File: src/rtl/cmp_serial_amisha.sv
// rtl/cmp_serial_amisha.sv - digit-serial magnitude/equality comparator, MSB digit first
// Optional feature macro: CMP_EARLY_EXIT_EN (finish on the first differing digit)
module cmp_serial_amisha #(
   parameter int WIDTH  = 8,
   parameter int DIGIT  = 2,
   parameter bit SIGNED = 1'b0
) (
   input  logic             clk_amisha,
   input  logic             rst_n_amisha,
   input  logic             start_amisha,
   input  logic [WIDTH-1:0] a_amisha,
   input  logic [WIDTH-1:0] b_amisha,
   output logic             busy_amisha,
   output logic             done_amisha,
   output logic             aeqb_amisha,
   output logic             agtb_amisha,
   output logic             altb_amisha
);
   localparam int N  = WIDTH / DIGIT;
   localparam int CW = $clog2(N + 1);
   localparam logic [WIDTH-1:0] SIGN_MASK = WIDTH'(SIGNED) << (WIDTH - 1);

   generate
      if (WIDTH < 2 || DIGIT < 1 || (WIDTH % DIGIT) != 0) begin : g_bad_param
         $error("cmp_serial_amisha: DIGIT must divide WIDTH and WIDTH must be >= 2");
      end
   endgenerate

   typedef enum logic {S_IDLE, S_RUN} state_t;

   state_t           state_q, state_d;
   logic [WIDTH-1:0] a_sh_q, b_sh_q;
   logic [CW-1:0]    cnt_q;
   logic             aeqb_q, agtb_q, altb_q, done_q;
   logic             accept, finish;
   logic [DIGIT-1:0] dig_a, dig_b;
   logic             digit_ne, decided;

   assign dig_a    = a_sh_q[WIDTH-1 -: DIGIT];
   assign dig_b    = b_sh_q[WIDTH-1 -: DIGIT];
   assign digit_ne = (dig_a != dig_b);
   assign decided  = agtb_q | altb_q;

   always_ff @(posedge clk_amisha or negedge rst_n_amisha) begin
      if (!rst_n_amisha) state_q <= S_IDLE;
      else               state_q <= state_d;
   end

   always_comb begin
      state_d = state_q;
      accept  = 1'b0;
      finish  = 1'b0;
      case (state_q)
         S_IDLE: begin
            if (start_amisha) begin
               accept  = 1'b1;
               state_d = S_RUN;
            end
         end
         S_RUN: begin
            if (cnt_q == CW'(1)) finish = 1'b1;
`ifdef CMP_EARLY_EXIT_EN
            if (digit_ne && !decided) finish = 1'b1;
`endif
            if (finish) state_d = S_IDLE;
         end
         default: state_d = S_IDLE;
      endcase
   end

   // Signed mode flips each MSB at capture so an unsigned digit compare yields signed order.
   always_ff @(posedge clk_amisha or negedge rst_n_amisha) begin
      if (!rst_n_amisha) begin
         a_sh_q <= '0;
         b_sh_q <= '0;
         cnt_q  <= '0;
         aeqb_q <= 1'b0;
         agtb_q <= 1'b0;
         altb_q <= 1'b0;
         done_q <= 1'b0;
      end else begin
         done_q <= 1'b0;
         if (accept) begin
            a_sh_q <= a_amisha ^ SIGN_MASK;
            b_sh_q <= b_amisha ^ SIGN_MASK;
            cnt_q  <= CW'(N);
            aeqb_q <= 1'b0;
            agtb_q <= 1'b0;
            altb_q <= 1'b0;
         end else if (state_q == S_RUN) begin
            a_sh_q <= a_sh_q << DIGIT;
            b_sh_q <= b_sh_q << DIGIT;
            cnt_q  <= cnt_q - CW'(1);
            // First differing digit decides; the flags never move afterwards.
            if (digit_ne && !decided) begin
               agtb_q <= (dig_a > dig_b);
               altb_q <= (dig_a < dig_b);
            end
            if (finish) begin
               done_q <= 1'b1;
               if (!decided && !digit_ne) aeqb_q <= 1'b1;
            end
         end
      end
   end

   assign busy_amisha = (state_q == S_RUN);
   assign done_amisha = done_q;
   assign aeqb_amisha = aeqb_q & ~busy_amisha;
   assign agtb_amisha = agtb_q & ~busy_amisha;
   assign altb_amisha = altb_q & ~busy_amisha;

endmodule

File: config.mk
export PLATFORM = sky130hd
export DESIGN_NAME = cmp_serial_amisha
export DESIGN_NICKNAME = d
export VERILOG_FILES = /design/src/rtl/cmp_serial_amisha.sv
export SDC_FILE = /design/constraint.sdc
export NUM_CORES = 1
export LEC_CHECK = 0
export BUFFER_PORTS_ARGS = -buffer_cell sky130_fd_sc_hd__buf_2
export CAP_MARGIN = 20
export CORE_MARGIN = 5
export CORE_UTILIZATION = 56
export DETAILED_ROUTE_END_ITERATION = 12
export PLACE_DENSITY_LB_ADDON = 0.05
export SKIP_CTS_REPAIR_TIMING = 1
export SYNTH_ARGS = -nofsm -noshare
export SYNTH_HDL_FRONTEND = slang
export SYNTH_SLANG_ARGS = --single-unit
File: constraint.sdc
create_clock -name clk_amisha -period 3.8 [get_ports clk_amisha]
set_clock_uncertainty 0.2 [all_clocks]
set_input_delay 0.76 -clock clk_amisha [delete_from_list [all_inputs] [get_ports clk_amisha]]
set_output_delay 0.76 -clock clk_amisha [all_outputs]
set_load 0.01 [all_outputs]
==> impl_metrics.tcl, run 1 <==
set metrics [dict create \
    comb_power_share 0.388 \
    drc_errors 0 \
    port_buffers 23 \
    via_count 802 \
    finalSetupViolCount 0 \
    report.final.hold_viol_count 0 \
    post-place-ws_ns 1.875 \
    grt_use_total 0.1682 \
    cellInternalPower_uw 521.7 \
    cp-end-kind "output port" \
    cts_max_level 1 \
    synth_warnings 0 \
    critPathKind "register to output port" \
    firstDrtPassIters 4 \
    grt_pass1_wl_um 3553 \
    synth.ff_latch_count 24 \
    clockBufferDepth 2 \
    leakage_uw 0.0006577 \
    rr_startpoint "busy_amisha$_DFF_PN0_" \
    cpPeakStageDelay_ns 0.40 \
    cts_tree "built" \
    drtAntennaViolNets 0 \
    diodes 0 \
    max-cap-violations 0 \
    switchingPower_uw 309.0 \
    ys_seq_area_frac 0.5252 \
    clkTransAtPathRegs_ns 0.12 \
    netlist_area_um2 1144 \
    place_congestion 0.6859 \
    p_seq_frac 0.485 \
    syn_avg_cell_area_um2 10.59 \
    holdCritPathClass "input port to async pin" \
    p_per_area_nw_per_um2 648.3 \
    worstPathCellList "buf_4 -> buf_2" \
    p_total_uw 830.6 \
    grt-ovfl-total 0 \
    cts-buffers-inserted 3 \
    initial_core_util 0.5829 \
    dp_hpwl_um 1450 \
    rsz0062_at_grt "no" \
    path_max_fanout 35 \
    period_minus_slack_ns 2.213 \
    reg2reg_setup_slack_ns 2.29 \
    p_sw_frac 0.3720 \
    slew_headroom 0.6345 \
    tns_ns 0 \
    die_w_um 55.19 \
    ir_worst_vdd_uv 417.1 \
    drt-total-wl_um 1987 \
    drive_above_1_share 0.2248 \
    syn_nets 131 \
    dieArea_um2 3046 \
    period_share 0.5822 \
    tightest_slew_ns 0.5482 \
    cp_slowest_cell "dfrtp_1" \
    syn_inst 108 \
    fmax_mhz 452.0 \
    clock-sinks 24 \
    outcome "complete, no violations" \
    worst_setup_path_start_kind "register" \
    dpl_cell_area_um2 1259 \
    syn_to_final_growth_pct 12.04 \
    vias_per_cell 5.141 \
    ioPinCount 24 \
    grt_pass1_vias 824 \
    design_area_um2 1281 \
    clkPwrFrac 0.127 \
    synth_cell_type_count 22 \
    final_nets 154 \
    core_area_um2 1962 \
    maxSlewViolCount 0 \
    drtIter0Drc 8 \
    r2r_end "aeqb_q$_DFFE_PN0P_" \
    grt_max_degree 36 \
    worstSkewPairLatency_ns 0.31 \
    root_buffer "clkbuf_4" \
    worstPathArrival_ns 1.25 \
    rr_worst_depth 4 \
    num_rows 16 \
    fin_ws_ns 1.587 \
    worstPathRequired_ns 2.84 \
    die_h_um 55.19 \
    routedWlPerCell_um 12.74 \
    antenna_found_initial 0 \
]
## per-stage QoR
step                        util  cells  hold WS, ns
after detailed placement  0.6416    153       0.2746
after global routing      0.6531    156       0.2319
final                     0.6531    156       0.2107
after global placement    0.6416    153       0.2642
after CTS                 0.6531    156       0.2234
after floorplan                -    108       0.2492
## cells in the mapped netlist
cell type  number  area share
xnor2_1         1      0.0077
nand2_1        16       0.053
inv_1           6       0.020
o21ai_0         3       0.013
nor3b_4         1       0.016
a21oi_1         3       0.013
inv_4           1      0.0055
ha_1            4       0.044
mux2i_1        16        0.14
a21boi_1        1      0.0066
a22o_1          1      0.0077
nor3_1          2      0.0088
buf_2           3       0.013
o21bai_1        1      0.0066
buf_6           1      0.0098
nor2b_1         2       0.011
o21ai_1        11       0.048
nand3b_1        1      0.0066
dfrtp_1        24        0.53
a41o_1          1      0.0088
nor2_1          7       0.023
buf_4           2       0.013
## flip-flops by register name (all words and copies together), names as in the netlist
register     count
a_sh_q           8
b_sh_q           8
cnt_q            3
aeqb_q           1
agtb_q           1
altb_q           1
busy_amisha      1
done_amisha      1
## cell families after synthesis
family | count (synthesis) | share of synthesized area
flops | 24 | 0.5252
xor+xnor | 1 | 0.007660
fa+ha+maj | 4 | 0.04377
simple gates | 29 | 0.1182
compound gates | 21 | 0.1039
buf+inv | 13 | 0.06126
mux | 16 | 0.1400
## layout make-up
class | instances | area, um^2
fillers | 183 | 680.7
flip-flops and latches | 24 | 600.6
multi-input cells | 71 | 473.0
repair buffers | 24 | 122.6
well taps | 27 | 33.78
inverters | 7 | 28.78
clock buffers | 3 | 22.52
## layer usage
metal	up-vias	wire length, um	part of all wire	global-route usage
li1	405	-	-	-
met1	374	951	0.48	0.2180
met2	18	896	0.45	0.2677
met3	5	96	0.048	0.03217
met4	0	42	0.021	0.08502
met5	-	0	0	0
## layout by cell type (no fill, tap or decap), types with 2 or more instances in the layout
master    instances
dfrtp_1          24
buf_2            23
mux2i_1          16
nand2_1          16
o21ai_1          11
nor2_1            7
inv_1             6
ha_1              4
o21ai_0           3
a21oi_1           3
clkbuf_4          3
nor2b_1           2
nor3_1            2
## worst max path at each step
stage | from | to | slack (ns) | cells past startpoint
after CTS | busy_amisha$_DFF_PN0_ | busy_amisha | 1.56 | 2
after detailed placement | start_amisha | b_sh_q[7]$_DFFE_PN0P_ | 1.87 | 3
after floorplan | busy_amisha$_DFF_PN0_ | agtb_amisha | 1.94 | 3
after global routing | busy_amisha$_DFF_PN0_ | busy_amisha | 1.48 | 2
after global placement | start_amisha | b_sh_q[6]$_DFFE_PN0P_ | 1.93 | 3
final | busy_amisha$_DFF_PN0_ | busy_amisha | 1.59 | 2
## power groups by stage
stage | logic, uW | registers [uW] | clock network [uW]
global route | 377 | 416 | 126
finish | 322 | 403 | 106
CTS | 329 | 404 | 112
floorplan | 262 | 397 | 0
global placement | 313 | 403 | 0
detailed placement | 328 | 409 | 0
## critical path, delay by kind of cell, from the launching register on
family	cells	cell delay (ns)
DFF	1	0.40
buffers and inverters	2	0.54
Power figures use the tool's default switching activity.
==> inputs of run 2 (changes only) <==
--- a/config.mk
+++ b/config.mk
@@ -8,7 +8,7 @@
 export BUFFER_PORTS_ARGS = -buffer_cell sky130_fd_sc_hd__buf_2
 export CAP_MARGIN = 20
 export CORE_MARGIN = 5
-export CORE_UTILIZATION = 56
+export CORE_UTILIZATION = 47
 export DETAILED_ROUTE_END_ITERATION = 12
 export PLACE_DENSITY_LB_ADDON = 0.05
 export SKIP_CTS_REPAIR_TIMING = 1
==> constraint.sdc (replaced) <==
create_clock -name clk_amisha -period 1.8 [get_ports clk_amisha]
set_clock_uncertainty 0.2 [all_clocks]
set_input_delay 0.36 -clock clk_amisha [delete_from_list [all_inputs] [get_ports clk_amisha]]
set_output_delay 0.36 -clock clk_amisha [all_outputs]
set_load 0.01 [all_outputs]
==> impl_metrics.tcl, run 2 (synthesis gave the netlist of run 1 again) <==
set metrics [dict create \
    grt_pass1_vias 751 \
    fin_ws_ns 0.1310 \
    final_nets 156 \
    clockBufferDepth 2 \
    ioPinCount 24 \
    cts-buffers-inserted 3 \
    tightest_slew_ns 0.5294 \
    tns_ns 0 \
    period_minus_slack_ns 1.669 \
    p_per_area_nw_per_um2 1349 \
    holdCritPathClass "input port to register" \
    die_w_um 59.33 \
    port_buffers 23 \
    ir_worst_vdd_uv 846.7 \
    place_congestion 0.7062 \
    rsz0062_at_grt "no" \
    reg2reg_setup_slack_ns 0.40 \
    grt_pass1_wl_um 3346 \
    firstDrtPassIters 4 \
    vias_per_cell 5.044 \
    worstSkewPairLatency_ns 0.30 \
    fillCellCount 206 \
    gr-usage-met1 0.1803 \
    drtAntennaViolNets 0 \
    leakage_uw 0.0006772 \
    drt-total-wl_um 1949 \
    critPathKind "register to output port" \
    initial_core_util 0.5025 \
    whs_ns 0.09525 \
    busiest_layer "met1" \
    core_area_um2 2276 \
    layout_common_cells "dfrtp_1 (24), buf_2 (23), mux2i_1 (16), nand2_1 (16), o21ai_1 (11)" \
    syn_to_final_growth_pct 15.86 \
    final_common_cell "dfrtp_1" \
    max-cap-violations 0 \
    grt_use_total 0.1230 \
    report.final.hold_viol_count 0 \
    multi_input_comb_area_um2 473.0 \
    fin_util 0.5822 \
    clock-sinks 24 \
    diodes 0 \
    outcome "complete, no violations" \
    clkTransAtPathRegs_ns 0.12 \
    finalSetupViolCount 0 \
    use_met2 0.1778 \
    post-place-ws_ns 0.4222 \
    cts_max_level 1 \
    dieArea_um2 3519 \
    worstPathArrival_ns 1.11 \
    worstPathRequired_ns 1.24 \
    p_total_uw 1787 \
    grt-ovfl-total 0 \
    drtIter0Drc 26 \
    routedWlPerCell_um 12.26 \
    path_max_fanout 8 \
    root_buffer "clkbuf_4" \
    grt_max_degree 32 \
    maxSlewViolCount 0 \
    num_rows 17 \
    antenna_found_initial 0 \
    via_count 802 \
    period_share 0.9272 \
    cts_tree "built" \
    dp_hpwl_um 1400 \
    slew_headroom 0.6471 \
    cp-end-kind "output port" \
    drc_errors 0 \
    drive_above_1_share 0.2290 \
    seqCellArea_um2 600.6 \
    grt_use_met3 0.02179 \
    fmax_mhz 599.1 \
    worst_setup_path_start_kind "register" \
    die_h_um 59.33 \
    reg.largest.list "a_sh_q: 8 flops, b_sh_q: 8 flops, cnt_q: 3 flops" \
]
-- run 2: cell types whose count changed in the layout (fill, tap and decap cells not counted) --
cell,change
buf_12,+2
dlygate4sd3_1,+1
buf_4,-1
-- run 2: critical path, stage by stage (launching register included) --
cell and delay (ns):
dfrtp_1 0.52, nor2b_1 0.15, buf_2 0.14
-- run 2: worst paths after layout --
path / start / to / cells after the start
worst max-delay path: busy_amisha$_DFF_PN0_ / altb_amisha / 2
worst min-delay path: a_amisha[1] / a_sh_q[1]$_DFFE_PN0P_ / 3
worst max register to register: a_sh_q[7]$_DFFE_PN0P_ / aeqb_q$_DFFE_PN0P_ / 4
worst min register to register: b_sh_q[4]$_DFFE_PN0P_ / b_sh_q[6]$_DFFE_PN0P_ / 2
max in group asynchronous: rst_n_amisha / busy_amisha$_DFF_PN0_ / 2
min in group asynchronous: rst_n_amisha / a_sh_q[4]$_DFFE_PN0P_ / 2
-- run 2: final cells by class --
class	count	area share
multi-input cells	71	0.3569
flip-flops and latches	24	0.4533
clock buffers	3	0.01700
inverters	7	0.02172
repair buffers	26	0.1246
well taps	28	0.02644
-- run 2: power breakdown --
| part | switching, uW | total [uW] | internal (uW) |
|---|---|---|---|
| Clock | 147 | 225 | 78.0 |
| Sequential | 137 | 866 | 729 |
| Combinational | 371 | 696 | 325 |
-- run 2: per-layer routing --
metal | vias to the layer above | part of all wire
met5 | - | 0
met4 | 0 | 0.0072
met3 | 2 | 0.061
met2 | 16 | 0.45
met1 | 371 | 0.48
li1 | 413 | -
-- run 2: stage by stage --
step                      area, um^2  instances
after floorplan                 1144        108
after global placement          1292        155
after detailed placement        1292        155
after CTS                       1315        158
after global routing            1325        159
final                           1325        159
==> inputs of run 3 (changes only) <==
--- a/config.mk
+++ b/config.mk
@@ -7,7 +7,6 @@
 export LEC_CHECK = 0
 export BUFFER_PORTS_ARGS = -buffer_cell sky130_fd_sc_hd__buf_2
 export CAP_MARGIN = 20
-export CORE_MARGIN = 5
 export CORE_UTILIZATION = 47
 export DETAILED_ROUTE_END_ITERATION = 12
 export PLACE_DENSITY_LB_ADDON = 0.05
==> constraint.sdc (replaced) <==
create_clock -name clk_amisha -period 1.5 [get_ports clk_amisha]
set_clock_uncertainty 0.2 [all_clocks]
set_input_delay 0.3 -clock clk_amisha [delete_from_list [all_inputs] [get_ports clk_amisha]]
set_output_delay 0.3 -clock clk_amisha [all_outputs]
set_load 0.01 [all_outputs]
==> impl_metrics.tcl, run 3 (synthesis gave the netlist of run 1 again) <==
set metrics [dict create \
    tns_ns -0.02498 \
    layout_common_cells "dfrtp_1 (23), buf_2 (23), mux2i_1 (16), nand2_1 (16), o21ai_1 (11)" \
    fin_ws_ns -0.01694 \
    outcome "finished, violations left" \
    worstPathCellList "nor2b_1 -> buf_2" \
    maxSlewViolCount 0 \
    die_h_um 51.33 \
    place_inst 155 \
    tightest_slew_ns 0.5325 \
    dieArea_um2 2634 \
    drtIter0Drc 10 \
    num_rows 17 \
    place_congestion 0.6824 \
    path_max_fanout 7 \
    drtAntennaViolNets 0 \
    whs_ns 0.03410 \
    leakage_uw 0.0006873 \
    ir_worst_vdd_uv 1039 \
    cts_max_level 1 \
    grt_use_total 0.1765 \
    crit_path_end "aeqb_amisha" \
    final_nets 158 \
    crit_path_start "busy_amisha$_DFF_PN0_" \
    diodes 0 \
    report.final.hold_viol_count 0 \
    via_count 806 \
    worstSkewPairLatency_ns 0.30 \
    antenna_found_initial 0 \
    die_w_um 51.33 \
    cp-end-kind "output port" \
    rr_startpoint "busy_amisha$_DFF_PN0_" \
    routedWlPerCell_um 11.82 \
    fillCellCount 225 \
    vias_per_cell 4.975 \
    dp_hpwl_um 1313 \
    worst_setup_path_start_kind "register" \
    cts_tree "built" \
    reg.largest.list "a_sh_q: 8 flops, b_sh_q: 8 flops, cnt_q: 3 flops" \
    rr_worst_depth 5 \
    root_buffer "clkbuf_4" \
    p_per_area_nw_per_um2 1638 \
    fmax_mhz 659.2 \
    worstPathRequired_ns 1.00 \
    clock-sinks 24 \
    holdCritPathClass "input port to register" \
    drive_above_1_share 0.2612 \
    syn_to_final_growth_pct 17.61 \
    grt_pass1_wl_um 3332 \
    rsz0062_at_grt "yes" \
    cp_slowest_cell "dfrtp_2" \
    cpPeakStageDelay_ns 0.47 \
    grt_pass1_vias 747 \
    slew_headroom 0.6450 \
    finalSetupViolCount 2 \
    core_area_um2 2255 \
    failed_checks "setup timing" \
    port_buffers 23 \
    grt-ovfl-total 0 \
    drt-total-wl_um 1915 \
    grt_max_degree 31 \
    firstDrtPassIters 4 \
    ioPinCount 24 \
    critPathKind "register to output port" \
    fin_util 0.5966 \
    max-cap-violations 0 \
    drc_errors 0 \
    clkTransAtPathRegs_ns 0.12 \
    initial_core_util 0.5072 \
    clockBufferDepth 2 \
    reg2reg_setup_slack_ns 0.09 \
    worstPathArrival_ns 1.02 \
    layoutNonFillerInstCount 162 \
    period_share 1.011 \
    r2r_end "altb_q$_DFFE_PN0P_" \
    period_minus_slack_ns 1.517 \
    cts-buffers-inserted 3 \
]
==> run 3: metal layers <==
metal | GRT usage | part of all wire
met5 | 0 | 0
met1 | 0.2524 | 0.51
met4 | 0.06757 | 0.0089
met2 | 0.2632 | 0.45
met3 | 0.03571 | 0.037
==> run 3: critical path: cells and delay by family (launching register included) <==
family	cells	cell delay, ns
buf+inv	1	0.13
simple gates	1	0.11
flops	1	0.47
==> run 3: final cells by class <==
type	count	area (um^2)	area share
sequential	24	601.8	0.4474
tap	28	35.03	0.02605
inverter	7	28.78	0.02140
timing repair buffer	28	167.7	0.1247
multi-input combinational	71	475.5	0.3535
clock buffer	4	36.28	0.02698
==> run 3: how the worst min path moves through the flow <==
stage | to | cells after the start | from | slack (ns)
2_1_floorplan | a_sh_q[0]$_DFFE_PN0P_ | 0 | rst_n_amisha | -0.20
3_3_place_gp | a_sh_q[4]$_DFFE_PN0P_ | 1 | rst_n_amisha | 0.11
3_5_place_dp | a_sh_q[6]$_DFFE_PN0P_ | 1 | rst_n_amisha | 0.12
4_1_cts | b_sh_q[7]$_DFFE_PN0P_ | 1 | rst_n_amisha | -0.23
5_1_grt | b_sh_q[0]$_DFFE_PN0P_ | 3 | b_amisha[0] | 0.03
6_report | b_sh_q[0]$_DFFE_PN0P_ | 3 | b_amisha[0] | 0.03
==> run 3: where the power goes <==
part / total (uW) / internal (uW) / leakage [uW] / switching, uW
clock: 325 / 148 / 0.0000210 / 177
sequential: 1030 / 877 / 0.000312 / 152
combinational: 849 / 388 / 0.000355 / 461
total: 2200 / 1410 / 0.000687 / 791
==> run 3: through the flow <==
stage,setup slack (ns),power [uW],cell area (um^2)
after floorplan,0.1049,1669,1144
after detailed placement,0.1104,1853,1280
final,-0.01694,2203,1345
after global placement,0.1458,1825,1280
after CTS,-0.1058,2190,1316
after global routing,-0.08868,2415,1345
